===== src/rtl/wrr_arbiter_pkg.sv =====
// Shared types and helpers for the weighted round-robin arbiter family.
package wrr_arbiter_pkg;

   typedef enum logic [0:0] {StIdle, StBusy} state_e;

   // A zero weight still grants one transaction per turn.
   function automatic int unsigned eff_w(input int unsigned w);
      return (w == 32'd0) ? 32'd1 : w;
   endfunction

   function automatic int unsigned wrap_inc(input int unsigned idx, input int unsigned n);
      return (idx + 32'd1 == n) ? 32'd0 : idx + 32'd1;
   endfunction

endpackage


===== src/rtl/rr_pick.sv =====
// Combinational round-robin picker: first set request scanning circularly from ptr.
module rr_pick #(
   parameter int unsigned N  = 8,
   parameter int unsigned LN = $clog2(N)
) (
   input  logic [N-1:0]  req,
   input  logic [LN-1:0] ptr,
   output logic [LN-1:0] idx,
   output logic          found
);

   logic [2*N-1:0] req_dbl;
   logic [N-1:0]   rot;
   int unsigned    pos;

   always_comb begin
      req_dbl = {req, req};
      // Rotating the doubled vector puts ptr at bit 0, so a plain priority scan is circular.
      rot     = N'(req_dbl >> ptr);
      idx     = '0;
      found   = 1'b0;
      pos     = 32'd0;
      for (int unsigned i = 0; i < N; i++) begin
         if (rot[i] && !found) begin
            found = 1'b1;
            pos   = 32'(ptr) + i;
            if (pos >= N) pos = pos - N;
            idx   = LN'(pos);
         end
      end
   end

endmodule


===== src/rtl/wrr_arbiter.sv =====
// Weighted round-robin arbiter holding each grant for a whole transaction,
// with an optional watchdog that reclaims stuck grants.
module wrr_arbiter
   import wrr_arbiter_pkg::*;
#(
   parameter int unsigned N   = 8,
   parameter int unsigned LN  = $clog2(N),
   parameter int unsigned WW  = 4,
   parameter int unsigned TMO = 0,
   parameter int unsigned TW  = 16
) (
   input  logic            clk,
   input  logic            rst_n,
   input  logic            clk_en,
   input  logic [N-1:0]    req,
   input  logic [N*WW-1:0] weight,
   input  logic            done,
   output logic [LN-1:0]   grant,
   output logic [N-1:0]    grant_oh,
   output logic            grant_valid,
   output logic            req_any,
   output logic            timeout
);

   state_e          state_q, state_d;
   logic [LN-1:0]   ptr_q, ptr_d;
   logic [LN-1:0]   owner_q, owner_d;
   logic [LN-1:0]   grant_q, grant_d;
   logic [WW-1:0]   credit_q, credit_d;
   logic            timeout_q, timeout_d;

   logic [LN-1:0]   pick_idx;
   logic            pick_found;
   logic [WW-1:0]   w_sel;
   logic [WW-1:0]   credit_dec;
   logic            abort, release_c, forced, wd_exp;

   rr_pick #(
      .N  (N),
      .LN (LN)
   ) u_pick (
      .req   (req),
      .ptr   (ptr_q),
      .idx   (pick_idx),
      .found (pick_found)
   );

   if (TMO > 0) begin : g_wdog
      logic [TW-1:0] wdog_q, wdog_d;

      always_comb begin
         wdog_d = wdog_q;
         if (clk_en) wdog_d = (state_q == StIdle) ? '0 : wdog_q + 1'b1;
      end

      always_ff @(posedge clk) begin
         if (!rst_n) wdog_q <= '0;
         else        wdog_q <= wdog_d;
      end

      assign wd_exp = (state_q == StBusy) && (wdog_q == TW'(TMO - 1));
   end else begin : g_no_wdog
      assign wd_exp = 1'b0;
   end

   always_ff @(posedge clk) begin
      if (!rst_n) begin
         state_q   <= StIdle;
         ptr_q     <= '0;
         owner_q   <= '0;
         grant_q   <= '0;
         credit_q  <= '0;
         timeout_q <= 1'b0;
      end else begin
         state_q   <= state_d;
         ptr_q     <= ptr_d;
         owner_q   <= owner_d;
         grant_q   <= grant_d;
         credit_q  <= credit_d;
         timeout_q <= timeout_d;
      end
   end

   always_comb begin
      state_d = state_q;
      if (clk_en) begin
         unique case (state_q)
            StIdle:  if (pick_found) state_d = StBusy;
            StBusy:  if (release_c) state_d = StIdle;
            default: state_d = StIdle;
         endcase
      end
   end

   always_comb begin
      abort      = ~req[owner_q];
      release_c  = done | abort | wd_exp;
      // Expiry coinciding with done/abort is an ordinary release.
      forced     = wd_exp & ~done & ~abort;
      credit_dec = forced ? '0 : credit_q - 1'b1;
      w_sel      = weight[pick_idx*WW +: WW];

      ptr_d     = ptr_q;
      owner_d   = owner_q;
      grant_d   = grant_q;
      credit_d  = credit_q;
      timeout_d = timeout_q;
      if (clk_en) begin
         timeout_d = 1'b0;
         if (state_q == StIdle && pick_found) begin
            grant_d = pick_idx;
            owner_d = pick_idx;
            if (!(pick_idx == owner_q && credit_q != '0)) credit_d = WW'(eff_w(32'(w_sel)));
         end else if (state_q == StBusy && release_c) begin
            credit_d  = credit_dec;
            timeout_d = forced;
            ptr_d     = (credit_dec == '0) ? LN'(wrap_inc(32'(owner_q), N)) : owner_q;
         end
      end
   end

   always_comb begin
      grant       = grant_q;
      grant_valid = (state_q == StBusy);
      grant_oh    = '0;
      if (state_q == StBusy) grant_oh[grant_q] = 1'b1;
      req_any     = |req;
      timeout     = (TMO > 0) ? timeout_q : 1'b0;
   end

endmodule


===== config.mk =====
export PLATFORM = sky130hd
export DESIGN_NAME = wrr_arbiter
export DESIGN_NICKNAME = d
export VERILOG_FILES = /design/src/rtl/wrr_arbiter_pkg.sv /design/src/rtl/rr_pick.sv /design/src/rtl/wrr_arbiter.sv
export SDC_FILE = /design/constraint.sdc
export NUM_CORES = 1
export LEC_CHECK = 0
export BUFFER_PORTS_ARGS = -buffer_cell sky130_fd_sc_hd__clkbuf_2
export CORE_ASPECT_RATIO = 1.4
export CORE_MARGIN = 4
export CORE_UTILIZATION = 53
export DETAILED_ROUTE_END_ITERATION = 10
export PLACE_DENSITY = 0.88
export SLEW_MARGIN = 15
export SYNTH_ARGS = -nofsm -noshare
export SYNTH_HDL_FRONTEND = slang
export SYNTH_HIERARCHICAL = 1
export SYNTH_SLANG_ARGS = --single-unit

===== constraint.sdc =====
create_clock -name clk -period 4.6 [get_ports clk]
set_input_delay 0.69 -clock clk [delete_from_list [all_inputs] [get_ports clk]]
set_output_delay 0.69 -clock clk [all_outputs]
set_load 0.03 [all_outputs]

# [After elaboration in Yosys (flattened, before gate mapping)]
# Index checks and enable logic that the tools add are counted.
[word_totals] mem_count=0 in_bits=44 latchBits=0 reg_bits=11 out_inout_bits=14 mem_bits_ro=0 elab_cells=104 ram_bits=0
[op_classes] add_sub_neg=17 muxes=38 reduce_logical=26 n_div=0 n_shift=2 mul=0 bitwise=4 n_lt_le_gt_ge=10 n_eq_ne=3
[op_table] operator="$mux W3" count=18
[op_table] operator="$shiftx A32 B6 Y4" count=1
[op_table] operator="$ge A4 B4 Y1 const B" count=7
[op_table] operator="$sub A3 B1 Y3 const B" count=8
[op_table] operator="$add A3 B3 Y4 const B" count=4
[op_table] operator="$mux W4" count=4
[op_table] operator="$shr A16 B3 Y8" count=1
[op_table] operator="$mux W1" count=12
[op_table] operator="$logic_and A1 B1 Y1" count=11
[op_table] operator="$add A3 B1 Y4 const B" count=2
[op_table] operator="$add A3 B2 Y4 const B" count=2
[op_table] operator="$logic_not A4 Y1" count=2
[op_table] operator="$mux W8" count=1
[op_table] operator="$reduce_or A8 Y1" count=1
[op_table] operator="$logic_not A1 Y1" count=7
[op_table] operator="$reduce_and A3 Y1" count=2
[op_table] operator="$eq A4 B4 Y1 const B" count=1
[op_table] operator="$ge A3 B4 Y1 const B" count=1
[op_table] operator="$lt A3 B4 Y1 const B" count=1
[op_table] operator="$reduce_bool A4 Y1" count=1
[op_table] operator="$sub A4 B1 Y4 const B" count=1
[op_table] operator="$bmux W1 S3" count=1
[op_table] operator="$demux W1 S3" count=1
[op_table] operator="$eq A3 B3 Y1" count=1
[op_table] operator="7 further kinds" count=9

# [Depth between registers and ports, before layout]
[depth] depth_word=28 mapped_depth=16 ltp_nobuf=12

# [Hierarchy]
# Netlist, hierarchy kept.
[by_module_without_submodules] mod="wrr_arbiter" seq_area_each_um2=220.2 n_inst=1 cells_each=125 area_per_inst_um2=1126.1
[by_module_without_submodules] mod="rr_pick" seq_area_each_um2=0.0 n_inst=1 cells_each=101 area_per_inst_um2=837.1

# [Worst setup path before layout]
# Ideal clock, no wire load.
[synth_path] path_kind="in2reg" startpoint="in req[4]" endpoint="reg credit_q[0]" arrival_ns=3.435 n_path_buf=1 path_stages=10 setup_slack_ns=1.041 required_time_ns=4.476 cell_sequence="mux2_2 or2_1 mux4_2 nor4b_4 o22a_1 buf_4 mux4_2 mux2_2 a311oi_1 o31ai_1"
[synth_via] elab_chain_len=28 elab_cells_between_ends=47 classes_between="2 x eq/ne; 2 x shift; 21 x mux; 2 x bitwise; 20 x reduce/logical"
[synth_lines] element="start: declaration" line="wrr_arbiter.sv:15" source="input logic [N-1:0] req,"
[synth_lines] element="$shr A16 B3 Y8 *" line="rr_pick.sv:19" source="rot = N'(req_dbl >> ptr);"
[synth_lines] element="$mux W1" line="rr_pick.sv:24" source="if (rot[i] && !found) begin"
[synth_lines] element="$logic_not A1 Y1" line="rr_pick.sv:24"
[synth_lines] element="$logic_and A1 B1 Y1" line="rr_pick.sv:24"
[synth_lines] element="$mux W1" line="rr_pick.sv:24"
[synth_lines] element="$logic_not A1 Y1" line="rr_pick.sv:24"
[synth_lines] element="$logic_and A1 B1 Y1" line="rr_pick.sv:24"
[synth_lines] element="$mux W1" line="rr_pick.sv:24"
[synth_lines] element="[13 not listed]"
[synth_lines] element="$logic_and A1 B1 Y1" line="rr_pick.sv:24"
[synth_lines] element="$mux W3 *" line="rr_pick.sv:24"
[synth_lines] element="via pick_idx[0]" line="wrr_arbiter.sv:32" source="logic [LN-1:0] pick_idx;"
[synth_lines] element="$shiftx A32 B6 Y4" line="wrr_arbiter.sv:101" source="w_sel = weight[pick_idx*WW +: WW];"
[synth_lines] element="$logic_not A4 Y1" line="wrr_arbiter_pkg.sv:8" source="return (w == 32'd0) ? 32'd1 : w;"
[synth_lines] element="$mux W4" line="wrr_arbiter_pkg.sv:8"
[synth_lines] element="$mux W4" line="wrr_arbiter.sv:113" source="if (!(pick_idx == owner_q && credit_q != '0)) credit_d = WW'(eff_w(32'(w_sel)));"
[synth_lines] element="$mux W4" line="wrr_arbiter.sv:110" source="if (state_q == StIdle && pick_found) begin"
[synth_lines] element="end signal: assignment" line="wrr_arbiter.sv:79" source="credit_q <= credit_d;"
[synth_lines] element="end: declaration" line="wrr_arbiter.sv:29" source="logic [WW-1:0] credit_q, credit_d;"
# The timed path passes the listed nets; every way through them passes the cells marked *. The select of a mux whose other input is x is not followed.
# A chain may end at the register's enable or synchronous reset.

# [Worst setup path in the final report]
[layout_path] startpoint="reg ptr_q[1]" endpoint="reg credit_q[0]"
[layout_via] elab_chain_len=28 elab_cells_between_ends=73 classes_between="15 x add/sub; 8 x order compare; 2 x eq/ne; 2 x shift; 27 x mux; 19 x reduce/logical"
[layout_lines] element="start: declaration" line="wrr_arbiter.sv:26" source="logic [LN-1:0] ptr_q, ptr_d;"
[layout_lines] element="start signal: assignment" line="wrr_arbiter.sv:76" source="ptr_q <= ptr_d;"
[layout_lines] element="$shr A16 B3 Y8" line="rr_pick.sv:19"
[layout_lines] element="$mux W1" line="rr_pick.sv:24"
[layout_lines] element="$logic_not A1 Y1" line="rr_pick.sv:24"
[layout_lines] element="$logic_and A1 B1 Y1" line="rr_pick.sv:24"
[layout_lines] element="$mux W1" line="rr_pick.sv:24"
[layout_lines] element="$logic_not A1 Y1" line="rr_pick.sv:24"
[layout_lines] element="$logic_and A1 B1 Y1" line="rr_pick.sv:24"
[layout_lines] element="$mux W1" line="rr_pick.sv:24"
[layout_lines] element="[13 not listed]"
[layout_lines] element="$logic_and A1 B1 Y1" line="rr_pick.sv:24"
[layout_lines] element="$mux W3 *" line="rr_pick.sv:24"
[layout_lines] element="via pick_idx[0]" line="wrr_arbiter.sv:32"
[layout_lines] element="$shiftx A32 B6 Y4" line="wrr_arbiter.sv:101"
[layout_lines] element="$logic_not A4 Y1" line="wrr_arbiter_pkg.sv:8"
[layout_lines] element="$mux W4" line="wrr_arbiter_pkg.sv:8"
[layout_lines] element="$mux W4" line="wrr_arbiter.sv:113"
[layout_lines] element="$mux W4" line="wrr_arbiter.sv:110"
# Marks and branches as above.

==> results.tsv <==
metric	value	unit
Mapped Area	1963	um2
Post-synth ARST share	0	%
fin area	2258	um2
antenna violations before repair	0	
cts bufs inserted	3	
Detailed Route Iter0 Violations	118	
Ant. Diodes	0	
Synthesized Nets	275	
Initial Util	56.54	%
cts repair resizes	0	
top-area cell type share of the netlist area	16.06	%
Pint	0.0003193	W
CTS H-tree lvls	1	
Critical R2R Launch	ptr_q[1]	
Startpoint Class	register	
maximum vdd drop	0.2264	mV
f_max	233.2	MHz
synthesized instance count	226	
GRT Residual Overflow	0	
Routed Antenna Nets	0	
Seq/Total Area, Yosys	11.22	%
drc violations	0	
Detailed Place HPWL	4222	um
Final Hold Vio Count	0	
root buf cell	clkbuf_8	
Worst Tran Pin Value	0.7180	ns
#FFs+latches synth	11	
RSZ-0062 raised after global routing	false	
Critical Path Fanout Max	13	
Setup TNS	0	ns
minimum clock period after layout	4.288	ns
Reg2Reg Depth	11	
switch share	42.21	%
Max Root-Sink Buffers	2	
WP data required	4.76	ns
top_reg_cell synth	dfxtp_1	
Area growth, synth to finish	15.04	%
setup repair bufs after CTS	0	
Setup Skew	0.004073	ns
Sink Count	11	
Reg power frac	24.9	%
worst reg2reg setup slack	0.31	ns
Setup crit end kind	register	
via count	2040	
Synth Area per Inst	8.686	um2
PwrDens	244.7	nW/um2
period utilisation layout	93.21	%
Std-Cell Rows	25	
Reg clk slew, reported paths	0.05	ns
die width	59.44	um
Synth area leaders	mux4_2 16%, dfxtp_1 11%, mux2i_1 6.6%	
Yosys cell types	62	
routed vias/inst	6.497	
IO Port Bufs	56	
proportion of power drawn by combinational gates	57.1	%
Design Power	0.0005526	W
Static Leakage	0.9073	nW
Yosys Warn Count	6	
Final setup viols	0	
core area	3472	um2
Post-synth EDFFs	0	
Clock Power Share	18.0	%
Worst Hold Class	register to register	
placed cell area	2213	um2
io pins	58	
RR Endpoint	credit_q[0]	
crit path from	ptr_q[1]	
Total Wirelength	5459	um
status	finished, final reports clean	
largest net degree at the start of global routing	19	
Synth area leader	mux4_2	
WP data arrival	4.45	ns
Post-synth top cells	29 x nand2_1, 19 x nor2_1, 14 x mux4_2	
Die ar.	4755	um2
switching power	0.0002333	W
DIE HEIGHT	80.01	um
GRT Util Overall	23.07	%
Final Wtd Congestion	0.8831	
Max-Cap Viols	0	
TritonCTS clock tree	done	
crit path kind	register to register	
Worst setup endpoint	credit_q[0]	
max-slew violations	0	
drt first pass iters	4	
vias in the first global route	1935	
top-count cell post-synth	nand2_1	
Max-slew headroom	52.07	%
Post-layout nets	324	
post-DR wirelength/cell	17.39	um
CTS Hold Bufs	0	
Hold WS	0.5319	ns
Clock Latency Late Sink	0.24	ns
layout cell share with drive strength beyond 1	33.21	%
first-pass GRT wire length	8645	um
cell usage in the layout (no fill, tap or decap), types with 4 or more instances in the layout:
cell,n
clkbuf_2,56
nand2_1,29
nor2_1,19
mux4_2,14
mux2i_1,13
dfxtp_1,11
nand3_1,9
a21oi_1,9
inv_1,8
nand2b_1,6
nor3_1,5
xor2_1,5
mux2_2,5
ha_1,5
o31ai_1,4
a211oi_1,4
o211ai_1,4
buf_4,4
mux4_1,4
how the worst min path moves through the flow:
stage / start / endpoint / depth (start not counted)
after global placement: credit_q[3] / credit_q[3] / 2
after global routing: credit_q[1] / credit_q[1] / 2
after detailed placement: credit_q[3] / credit_q[3] / 2
final: credit_q[3] / credit_q[3] / 2
after floorplan: credit_q[3] / credit_q[3] / 2
after CTS: credit_q[3] / credit_q[3] / 2
registers in the layout (all words and copies together) (netlist names):
register,flops
credit_q,4
grant,3
grant_valid,1
ptr_q,3
power by group through the flow:
| stage | Sequential [W] | Clock, W | Combinational, W |
|---|---|---|---|
| floorplan | 0.000125 | 0 | 0.000250 |
| global placement | 0.000136 | 0 | 0.000300 |
| detailed placement | 0.000137 | 0 | 0.000309 |
| CTS | 0.000136 | 0.0000995 | 0.000311 |
| global route | 0.000140 | 0.000102 | 0.000345 |
| finish | 0.000138 | 0.0000996 | 0.000315 |
layout make-up:
| cell class | count | area, um2 |
|---|---|---|
| Tap cell | 40 | 50.05 |
| Inverter | 10 | 37.54 |
| Clock buffer | 4 | 45.04 |
| Multi-Input combinational cell | 189 | 1595 |
| Sequential cell | 11 | 220.2 |
| Fill cell | 280 | 1214 |
| Timing Repair Buffer | 60 | 310.3 |
metal layers:
metal	wire length (um)	global-route usage, %	vias up
met5	0	0	-
met4	123	9.524	0
met3	338	2.589	18
met2	2892	40.37	101
met1	2105	27.68	960
li1	-	-	961
cells by family (layout without fill, tap and decap cells):
family	after synthesis	in the layout	share of synthesized area (%)
AO/OA/AOI/OAI	48	48	19.12
XOR/XNOR	7	7	3.123
adder cells (fa/ha/maj)	5	5	3.187
buffers and inverters	26	74	7.520
flip-flops	11	11	11.22
multiplexers	37	37	31.68
other	1	1	0.1910
AND/OR/NAND/NOR	91	91	23.96
metrics by stage:
step,setup slack [ns],std cells,utilization (%)
2_1_floorplan,1.041,226,-
3_3_place_gp,0.4626,310,63.75
3_5_place_dp,0.3521,310,63.75
4_1_cts,0.3325,314,65.05
5_1_grt,0.05866,314,65.05
6_report,0.3123,314,65.05
critical path, cell delays in order, from the launching register on:
cell	delay, ns
dfxtp_1	0.71
buf_4	0.33
mux2i_1	0.39
nand2_1	0.10
mux4_2	0.52
nor4b_4	0.37
o22a_1	0.52
buf_4	0.22
mux4_2	0.50
mux2i_1	0.21
a311oi_1	0.12
o31ai_1	0.22
No activity file was read; power rests on OpenSTA's default activity.
